<file path="src/rtl/tx_scheduler.sv">
// tx_scheduler: round-robin arbiter that shares one serial shift transmitter
// between NUM_REQ requesters. It latches the winner's word, re-arms the
// transmitter, paces it with shift_tick and acknowledges on completion.
// Optional feature macro: TX_WATCHDOG_EN adds a SHIFT-state timeout that
// aborts a stuck transfer and pulses error.
module tx_scheduler #(
  parameter int unsigned NUM_REQ = 4,
  parameter int unsigned WIDTH   = 32,
  parameter int unsigned GAP     = 2,
  parameter int unsigned TIMEOUT = 40
) (
  input  logic                       clk,
  input  logic                       rst_n,
  input  logic [NUM_REQ-1:0]         req,
  input  logic [NUM_REQ*WIDTH-1:0]   word_in,
  input  logic                       shift_tick,
  output logic [NUM_REQ-1:0]         ack,
  output logic                       busy,
  output logic [$clog2(NUM_REQ)-1:0] grant_id,
  output logic                       tx_reset,
  output logic                       tx_enable,
  output logic [WIDTH-1:0]           tx_word,
  input  logic                       tx_out,
  input  logic                       tx_done,
  output logic                       serial_out,
  output logic                       serial_valid,
  output logic                       error
);

  localparam int unsigned IDW  = $clog2(NUM_REQ);
  localparam int unsigned CNTW = $clog2(WIDTH + 2);
  localparam int unsigned GAPW = 4;
  localparam int unsigned WDW  = $clog2(TIMEOUT + 1);

  typedef enum logic [1:0] {
    S_IDLE,
    S_ARM,
    S_SHIFT,
    S_ACK
  } state_t;

  state_t             state;
  logic [CNTW-1:0]    bit_cnt;
  logic [GAPW-1:0]    gap_cnt;
  logic [IDW-1:0]     rr_ptr;
  logic [IDW-1:0]     next_ptr;
  logic               pick_valid;
  logic [IDW-1:0]     pick_id;
  int unsigned        cand;

  // Transmitter is enabled only in SHIFT and only on pacing ticks
  assign tx_enable  = (state == S_SHIFT) && shift_tick;
  assign serial_out = tx_out;
  assign next_ptr   = (grant_id == IDW'(NUM_REQ - 1)) ? '0 : grant_id + IDW'(1);

  // Round-robin pick: first asserted request at or after rr_ptr, wrapping
  always_comb begin
    pick_valid = 1'b0;
    pick_id    = '0;
    cand       = 0;
    for (int unsigned k = 0; k < NUM_REQ; k++) begin
      cand = 32'(rr_ptr) + k;
      if (cand >= NUM_REQ) cand = cand - NUM_REQ;
      if (!pick_valid && req[IDW'(cand)]) begin
        pick_valid = 1'b1;
        pick_id    = IDW'(cand);
      end
    end
  end

`ifdef TX_WATCHDOG_EN
  logic [WDW-1:0] wd_cnt;
  logic           error_q;
  assign error = error_q;
`else
  logic [WDW-1:0] unused_timeout;
  assign unused_timeout = WDW'(TIMEOUT);
  assign error          = 1'b0;
`endif

  // Scheduler FSM with registered outputs
  always_ff @(posedge clk) begin
    if (!rst_n) begin
      state        <= S_IDLE;
      ack          <= '0;
      busy         <= 1'b0;
      grant_id     <= '0;
      tx_reset     <= 1'b1;
      tx_word      <= '0;
      serial_valid <= 1'b0;
      bit_cnt      <= '0;
      gap_cnt      <= '0;
      rr_ptr       <= '0;
`ifdef TX_WATCHDOG_EN
      wd_cnt       <= '0;
      error_q      <= 1'b0;
`endif
    end else begin
      ack          <= '0;
      serial_valid <= 1'b0;
`ifdef TX_WATCHDOG_EN
      error_q      <= 1'b0;
`endif
      case (state)
        S_IDLE: begin
          tx_reset <= 1'b0;
          if (gap_cnt != '0) begin
            gap_cnt <= gap_cnt - GAPW'(1);
          end else if (pick_valid) begin
            grant_id <= pick_id;
            tx_word  <= word_in[32'(pick_id)*WIDTH +: WIDTH];
            tx_reset <= 1'b1;
            busy     <= 1'b1;
            state    <= S_ARM;
          end
        end
        S_ARM: begin
          tx_reset <= 1'b0;
          bit_cnt  <= '0;
`ifdef TX_WATCHDOG_EN
          wd_cnt   <= '0;
`endif
          state    <= S_SHIFT;
        end
        S_SHIFT: begin
          if (tx_enable) begin
            if (bit_cnt != CNTW'(WIDTH + 1)) bit_cnt <= bit_cnt + CNTW'(1);
            serial_valid <= (bit_cnt < CNTW'(WIDTH));
          end
          if (tx_done) begin
            ack   <= NUM_REQ'(1) << grant_id;
            state <= S_ACK;
          end
`ifdef TX_WATCHDOG_EN
          else if (shift_tick) begin
            if (wd_cnt == WDW'(TIMEOUT - 1)) begin
              error_q  <= 1'b1;
              tx_reset <= 1'b1;
              rr_ptr   <= next_ptr;
              gap_cnt  <= GAPW'(GAP);
              busy     <= 1'b0;
              state    <= S_IDLE;
            end else begin
              wd_cnt <= wd_cnt + WDW'(1);
            end
          end
`endif
        end
        S_ACK: begin
          rr_ptr  <= next_ptr;
          gap_cnt <= GAPW'(GAP);
          busy    <= 1'b0;
          state   <= S_IDLE;
        end
        default: begin
          state <= S_IDLE;
        end
      endcase
    end
  end

endmodule

</file>
<file path="config.mk">
export PLATFORM = sky130hd
export DESIGN_NAME = tx_scheduler
export DESIGN_NICKNAME = d
export VERILOG_FILES = /design/src/rtl/tx_scheduler.sv
export SDC_FILE = /design/constraint.sdc
export NUM_CORES = 1
export LEC_CHECK = 0
export CAP_MARGIN = 20
export CORE_MARGIN = 4
export CORE_UTILIZATION = 30
export DETAILED_ROUTE_END_ITERATION = 6
export GPL_TIMING_DRIVEN = 0
export PLACE_DENSITY = 0.63
export REMOVE_ABC_BUFFERS = 1
export SYNTH_ARGS = -nofsm -noshare
export SYNTH_HDL_FRONTEND = slang
export SYNTH_SLANG_ARGS = --single-unit
</file>
<file path="constraint.sdc">
create_clock -name clk -period 2.05 [get_ports clk]
set_input_delay 0.3075 -clock clk [delete_from_list [all_inputs] [get_ports clk]]
set_output_delay 0.3075 -clock clk [all_outputs]
set_load 0.005 [all_outputs]
</file>
==> results.tsv, run 1 <==
metric	value	unit
H-tree depth	2	
minimum clock period	1.95	ns
FF+latch count, synth	55	
RSZ-0062 raised after global routing	true	
WP data arrival	1.64	ns
combinational share of power	54.8	%
Slew headroom	50.2	%
DP HPWL	9.65	mm
Clock Latency Late Sink	0.31	ns
number of flops mapped to enable cells by yosys	0	
Leak Pwr	2.30	nW
Netlist Area Pre-Place	3640	um^2
sequential power share	29.0	%
top cell type's share of synthesized area	30.2	%
Post-Synthesis Cells	411	
drt total wl	14.9	mm
top_reg_cell synth	dfxtp_1	
cell taking the most area after synthesis	dfxtp_1	
fin crit share	94.9	%
Slew Limit Fails	0	
worst vdd ir	0.530	mV
Antenna Cells	0	
DR pass1 iterations	4	
# setup viols final	0	
Tightest Pin Transition	0.737	ns
Vias	4083	
Reg area	1110	um^2
Post-DRT Antenna Nets	0	
CP Capture Type	primary output	
# nets final	734	
Top Ports	181	
Setup crit start kind	flip-flop	
synthesized area per cell	8.87	um^2
Data required, critical path	1.74	ns
Core Area	11700	um^2
total power	0.00583	W
# rows	39	
switching power	0.00211	W
multi-input logic area	2450	um^2
Die W	118	um
P&R area growth vs syn	69.3	%
RePlAce Congestion	0.774	
share of cells above drive strength 1	19.0	%
Max Cap Viol	0	
Synth cell types	49	
top cells by count, synth	nand3_1 (67), dfxtp_1 (55), o211ai_1 (45)	
clock sink count	55	
antenna violations before repair	0	
final hold vios	0	
root buf cell	clkbuf_16	
largest net degree at the start of global routing	30	
clock slew at reported path FFs	0.07	ns
Routed WL per cell	20.4	um
worst hold path type	flip-flop to flip-flop	
CTS Buf Count	5	
pre-CTS WS	-0.886	ns
status	finished, final reports clean	
vias in the first global route	4232	
first-pass GRT wire length	23.8	mm
Starting Density	31.3	%
internal power	0.00372	W
Sw Ratio	36.2	%
DRC violations left	0	
most frequent cell after synthesis	nand3_1	
CTS tree	built	
post-route setup slack	0.105	ns
Port Buffers	177	
Synth area leaders	dfxtp_1 (30%), mux2_4 (12%), o211ai_1 (9.3%)	
Ys Warns	0	
PwrDens	946	nW/um^2
full die area	14000	um^2
total grt overflow	0	
fin cells	731	
Clock Skews	0.00648	ns
routed vias/inst	5.59	
worst-path maximum fanout	6	
clock buffer depth	2	
Max Clock Freq	0.514	GHz
1st-iter DRT viols	221	
Seq/Total Area, Yosys	30.2	%
Post-synth ARST share	0	%
filler cell count in the final layout	1091	
clock share of power	16.2	%
Setup Crit Path Kind	flip-flop to primary output	
All-Layer GR Usage	21.2	%
DP Cell Count	698	
die height	118	um
flip-flops by register name (all words and copies together), names as in the netlist:
signal and cells:
busy 1, rr_ptr 2, serial_valid 1, grant_id 2
gap_cnt 4, tx_reset 1, bit_cnt 6, ack 4
state 2, tx_word 32
layout by cell type (no fill, tap or decap), drive strengths merged, types with 4 or more instances in the layout:
| cell | instances |
|---|---|
| a21oi | 10 |
| a32oi | 32 |
| buf | 31 |
| clkbuf | 8 |
| clkdlybuf4s50 | 172 |
| dfxtp | 55 |
| dlygate4sd2 | 4 |
| ha | 10 |
| inv | 8 |
| mux2 | 32 |
| mux2i | 4 |
| nand2 | 11 |
| nand2b | 6 |
| nand3 | 67 |
| nand4 | 20 |
| nor2 | 22 |
| nor3 | 7 |
| o211ai | 45 |
cell type report:
type,instances,share of cell area (%)
sequential,55,18.0
multi-input combinational,306,39.7
tap,143,2.90
timing repair buffer,210,36.1
clock inverter,1,0.122
inverter,9,0.649
clock buffer,7,2.47
critical path, cell delays in order, from the launching register on:
cell	delay, ns
dfxtp_2	0.35
inv_4	0.09
ha_4	0.17
and2_2	0.20
clkdlybuf4s50_1	0.53
metrics by stage:
stage / area (um^2) / TNS [ns] / utilization, % / hold slack (ns)
after floorplan: 3420 / -24.25 / - / 0.379
after global placement: 5370 / -68.59 / 46.1 / 0.446
after detailed placement: 5610 / -24.25 / 48.1 / 0.451
after CTS: 6080 / 0 / 52.1 / 0.469
after global routing: 6170 / -0.0332 / 52.9 / 0.497
final: 6170 / 0 / 52.9 / 0.469
worst paths after layout:
path	slack, ns	startpoint	to	cells after the start
max	0.10	state[0]	tx_enable	4
min	0.47	tx_word[11]	tx_word[11]	2
max reg2reg	0.12	gap_cnt[0]	tx_word[30]	10
min reg2reg	0.47	tx_word[11]	tx_word[11]	2
per-layer routing:
layer  GRT usage, %  share of wire [%]  vias to the layer above
met4           7.62                3.0                        0
met2           36.3                 49                      165
met5              0                  0                        -
met3           5.49                7.5                       31
li1               -                  -                     1953
met1           25.7                 41                     1934
kinds of logic after synthesis:
group / count (synthesis) / share of synthesized area, %
multiplexers: 36 / 13.9
buffers and inverters: 53 / 7.00
AO/OA/AOI/OAI: 101 / 21.5
adder cells (fa/ha/maj): 10 / 3.43
other: 1 / 0.103
AND/OR/NAND/NOR: 151 / 22.9
flip-flops: 55 / 30.2
XOR/XNOR: 4 / 0.961
timing repair:
| action | CTS | global route |
|---|---|---|
| pin swaps | 8 | 4 |
| cloned | 5 | 0 |
| resized for setup | 27 | 15 |
| hold buffers | 0 | 0 |
| setup endpoints to repair | 34 | 35 |
| buffers inserted | 14 | 6 |
power by group through the flow:
stage               Combinational, W  Clock (W)  Sequential [W]
finish                       0.00320   0.000947         0.00169
global route                 0.00346    0.00103         0.00174
CTS                          0.00308   0.000980         0.00168
detailed placement           0.00275          0         0.00170
global placement             0.00253          0         0.00167
floorplan                    0.00126          0         0.00169
Power figures use the tool's default switching activity.
==> run 2, diff against run 1 <==
--- a/config.mk
+++ b/config.mk
@@ -10,7 +10,7 @@
 export CORE_UTILIZATION = 30
 export DETAILED_ROUTE_END_ITERATION = 6
 export GPL_TIMING_DRIVEN = 0
-export PLACE_DENSITY = 0.63
+export PLACE_DENSITY = 0.61
 export REMOVE_ABC_BUFFERS = 1
 export SYNTH_ARGS = -nofsm -noshare
 export SYNTH_HDL_FRONTEND = slang
==> constraint.sdc (replaced) <==
create_clock -name clk -period 2 [get_ports clk]
set_input_delay 0.3 -clock clk [delete_from_list [all_inputs] [get_ports clk]]
set_output_delay 0.3 -clock clk [all_outputs]
set_load 0.005 [all_outputs]
==> results.tsv, run 2 (synthesis results as in run 1) <==
metric	value	unit
1st-iter DRT viols	277	
placed instance area	5570	um^2
clock buffer depth	2	
CTS tree	built	
Max Clock Freq	0.520	GHz
Clock Skews	0.00328	ns
Antenna Cells	0	
Max Cap Viol	0	
Slew Limit Fails	0	
die height	118	um
minimum clock period	1.92	ns
clock sink count	55	
fin crit share	96.1	%
worst hold path type	flip-flop to flip-flop	
Starting Density	31.3	%
DP HPWL	9.79	mm
Leak Pwr	2.34	nW
Setup crit start kind	flip-flop	
P&R area growth vs syn	70.5	%
Data required, critical path	2.20	ns
fin cells	734	
WP data arrival	2.12	ns
status	finished, final reports clean	
Routed WL per cell	21.3	um
Biggest register	tx_word	
first-pass GRT wire length	24.2	mm
Largest register FFs	32	
# setup viols final	0	
full die area	14000	um^2
CTS Buf Count	5	
RePlAce Congestion	0.777	
worst vdd ir	0.684	mV
Die W	118	um
DRC violations left	0	
Core Area	11700	um^2
total power	0.00614	W
largest net degree at the start of global routing	32	
total grt overflow	0	
CP Capture Type	flip-flop	
root buf cell	clkbuf_16	
Post-DRT Antenna Nets	0	
filler cell count in the final layout	1060	
antenna violations before repair	0	
Clock Latency Late Sink	0.30	ns
vias in the first global route	4294	
WHS	0.467	ns
All-Layer GR Usage	21.5	%
clock slew at reported path FFs	0.07	ns
DP Cell Count	697	
# rows	39	
routed vias/inst	5.63	
PwrDens	987	nW/um^2
Setup Crit Path Kind	flip-flop to flip-flop	
commonest non-fill, non-tap cell in the layout	clkdlybuf4s50_1	
Design Area, Final	6220	um^2
Tightest Pin Transition	0.784	ns
biggest regs	tx_word: 32 flops, bit_cnt: 6 flops	
worst-path maximum fanout	4	
Vias	4130	
Slew headroom	47.0	%
# nets final	737	
H-tree depth	2	
Port Buffers	177	
DR pass1 iterations	4	
most frequent cells in the layout	clkdlybuf4s50_1 (171), nand3_1 (66), dfxtp_1 (52)	
Top Ports	181	
final hold vios	0	
share of cells above drive strength 1	19.6	%
drt total wl	15.6	mm
## run 2: cell types whose count changed in the layout (fill, tap and decap cells not counted), moves of 2 or more
cell    delta
inv_2      +2
buf_4      +3
buf_6      -2
buf_16     -2
## run 2: through the flow
| stage | setup WS [ns] | setup TNS (ns) | util, % |
|---|---|---|---|
| 2_1_floorplan | -0.835 | -25.85 | - |
| 3_3_place_gp | -2.14 | -69.23 | 46.1 |
| 3_5_place_dp | -0.995 | -28.92 | 47.8 |
| 4_1_cts | 0.00197 | 0 | 52.3 |
| 5_1_grt | -0.00807 | -0.0192 | 53.3 |
| 6_report | 0.0774 | 0 | 53.3 |
## run 2: timing repair
action / CTS / global route
setup endpoints to repair: 35 / 35
buffers inserted: 12 / 9
pin swaps: 7 / 4
resized for setup: 33 / 10
hold buffers: 0 / 0
cloned: 7 / 1
## run 2: routing by layer
metal,GRT usage [%],routed length (um)
met1,26.4,6520
met2,37.2,7670
met3,5.25,1090
met4,7.03,360
met5,0,0
## run 2: power breakdown
part,leakage (nW),total [W],internal [W],switching (W)
Combinational,1.80,0.00335,0.00182,0.00153
Clock,0.0868,0.00107,0.000625,0.000443
Sequential,0.451,0.00171,0.00147,0.000241
Total,2.34,0.00614,0.00392,0.00221
## run 2: path summary, 6_finish.rpt
check | startpoint | to | slack, ns | depth (start not counted)
max | gap_cnt[0] | state[1] | 0.08 | 7
min | tx_word[11] | tx_word[11] | 0.47 | 2
max reg2reg | gap_cnt[0] | state[1] | 0.08 | 7
min reg2reg | tx_word[11] | tx_word[11] | 0.47 | 2
## run 2: critical path, cell delays in order (launching register included)
cell and delay (ns):
dfxtp_1 0.35, inv_2 0.11, ha_4 0.17, or3b_2 0.51, o21a_1 0.26, a21oi_2 0.16
mux2i_1 0.20, nor2_1 0.05
## run 2: layout make-up
| cell class | instances | area [um^2] | area share (%) |
|---|---|---|---|
| multi-input combinational | 308 | 2500 | 40.2 |
| timing repair buffer | 211 | 2220 | 35.7 |
| sequential | 55 | 1110 | 17.8 |
| tap | 143 | 179 | 2.88 |
| clock buffer | 6 | 139 | 2.23 |
| inverter | 9 | 37.5 | 0.604 |
| clock inverter | 2 | 35.0 | 0.564 |
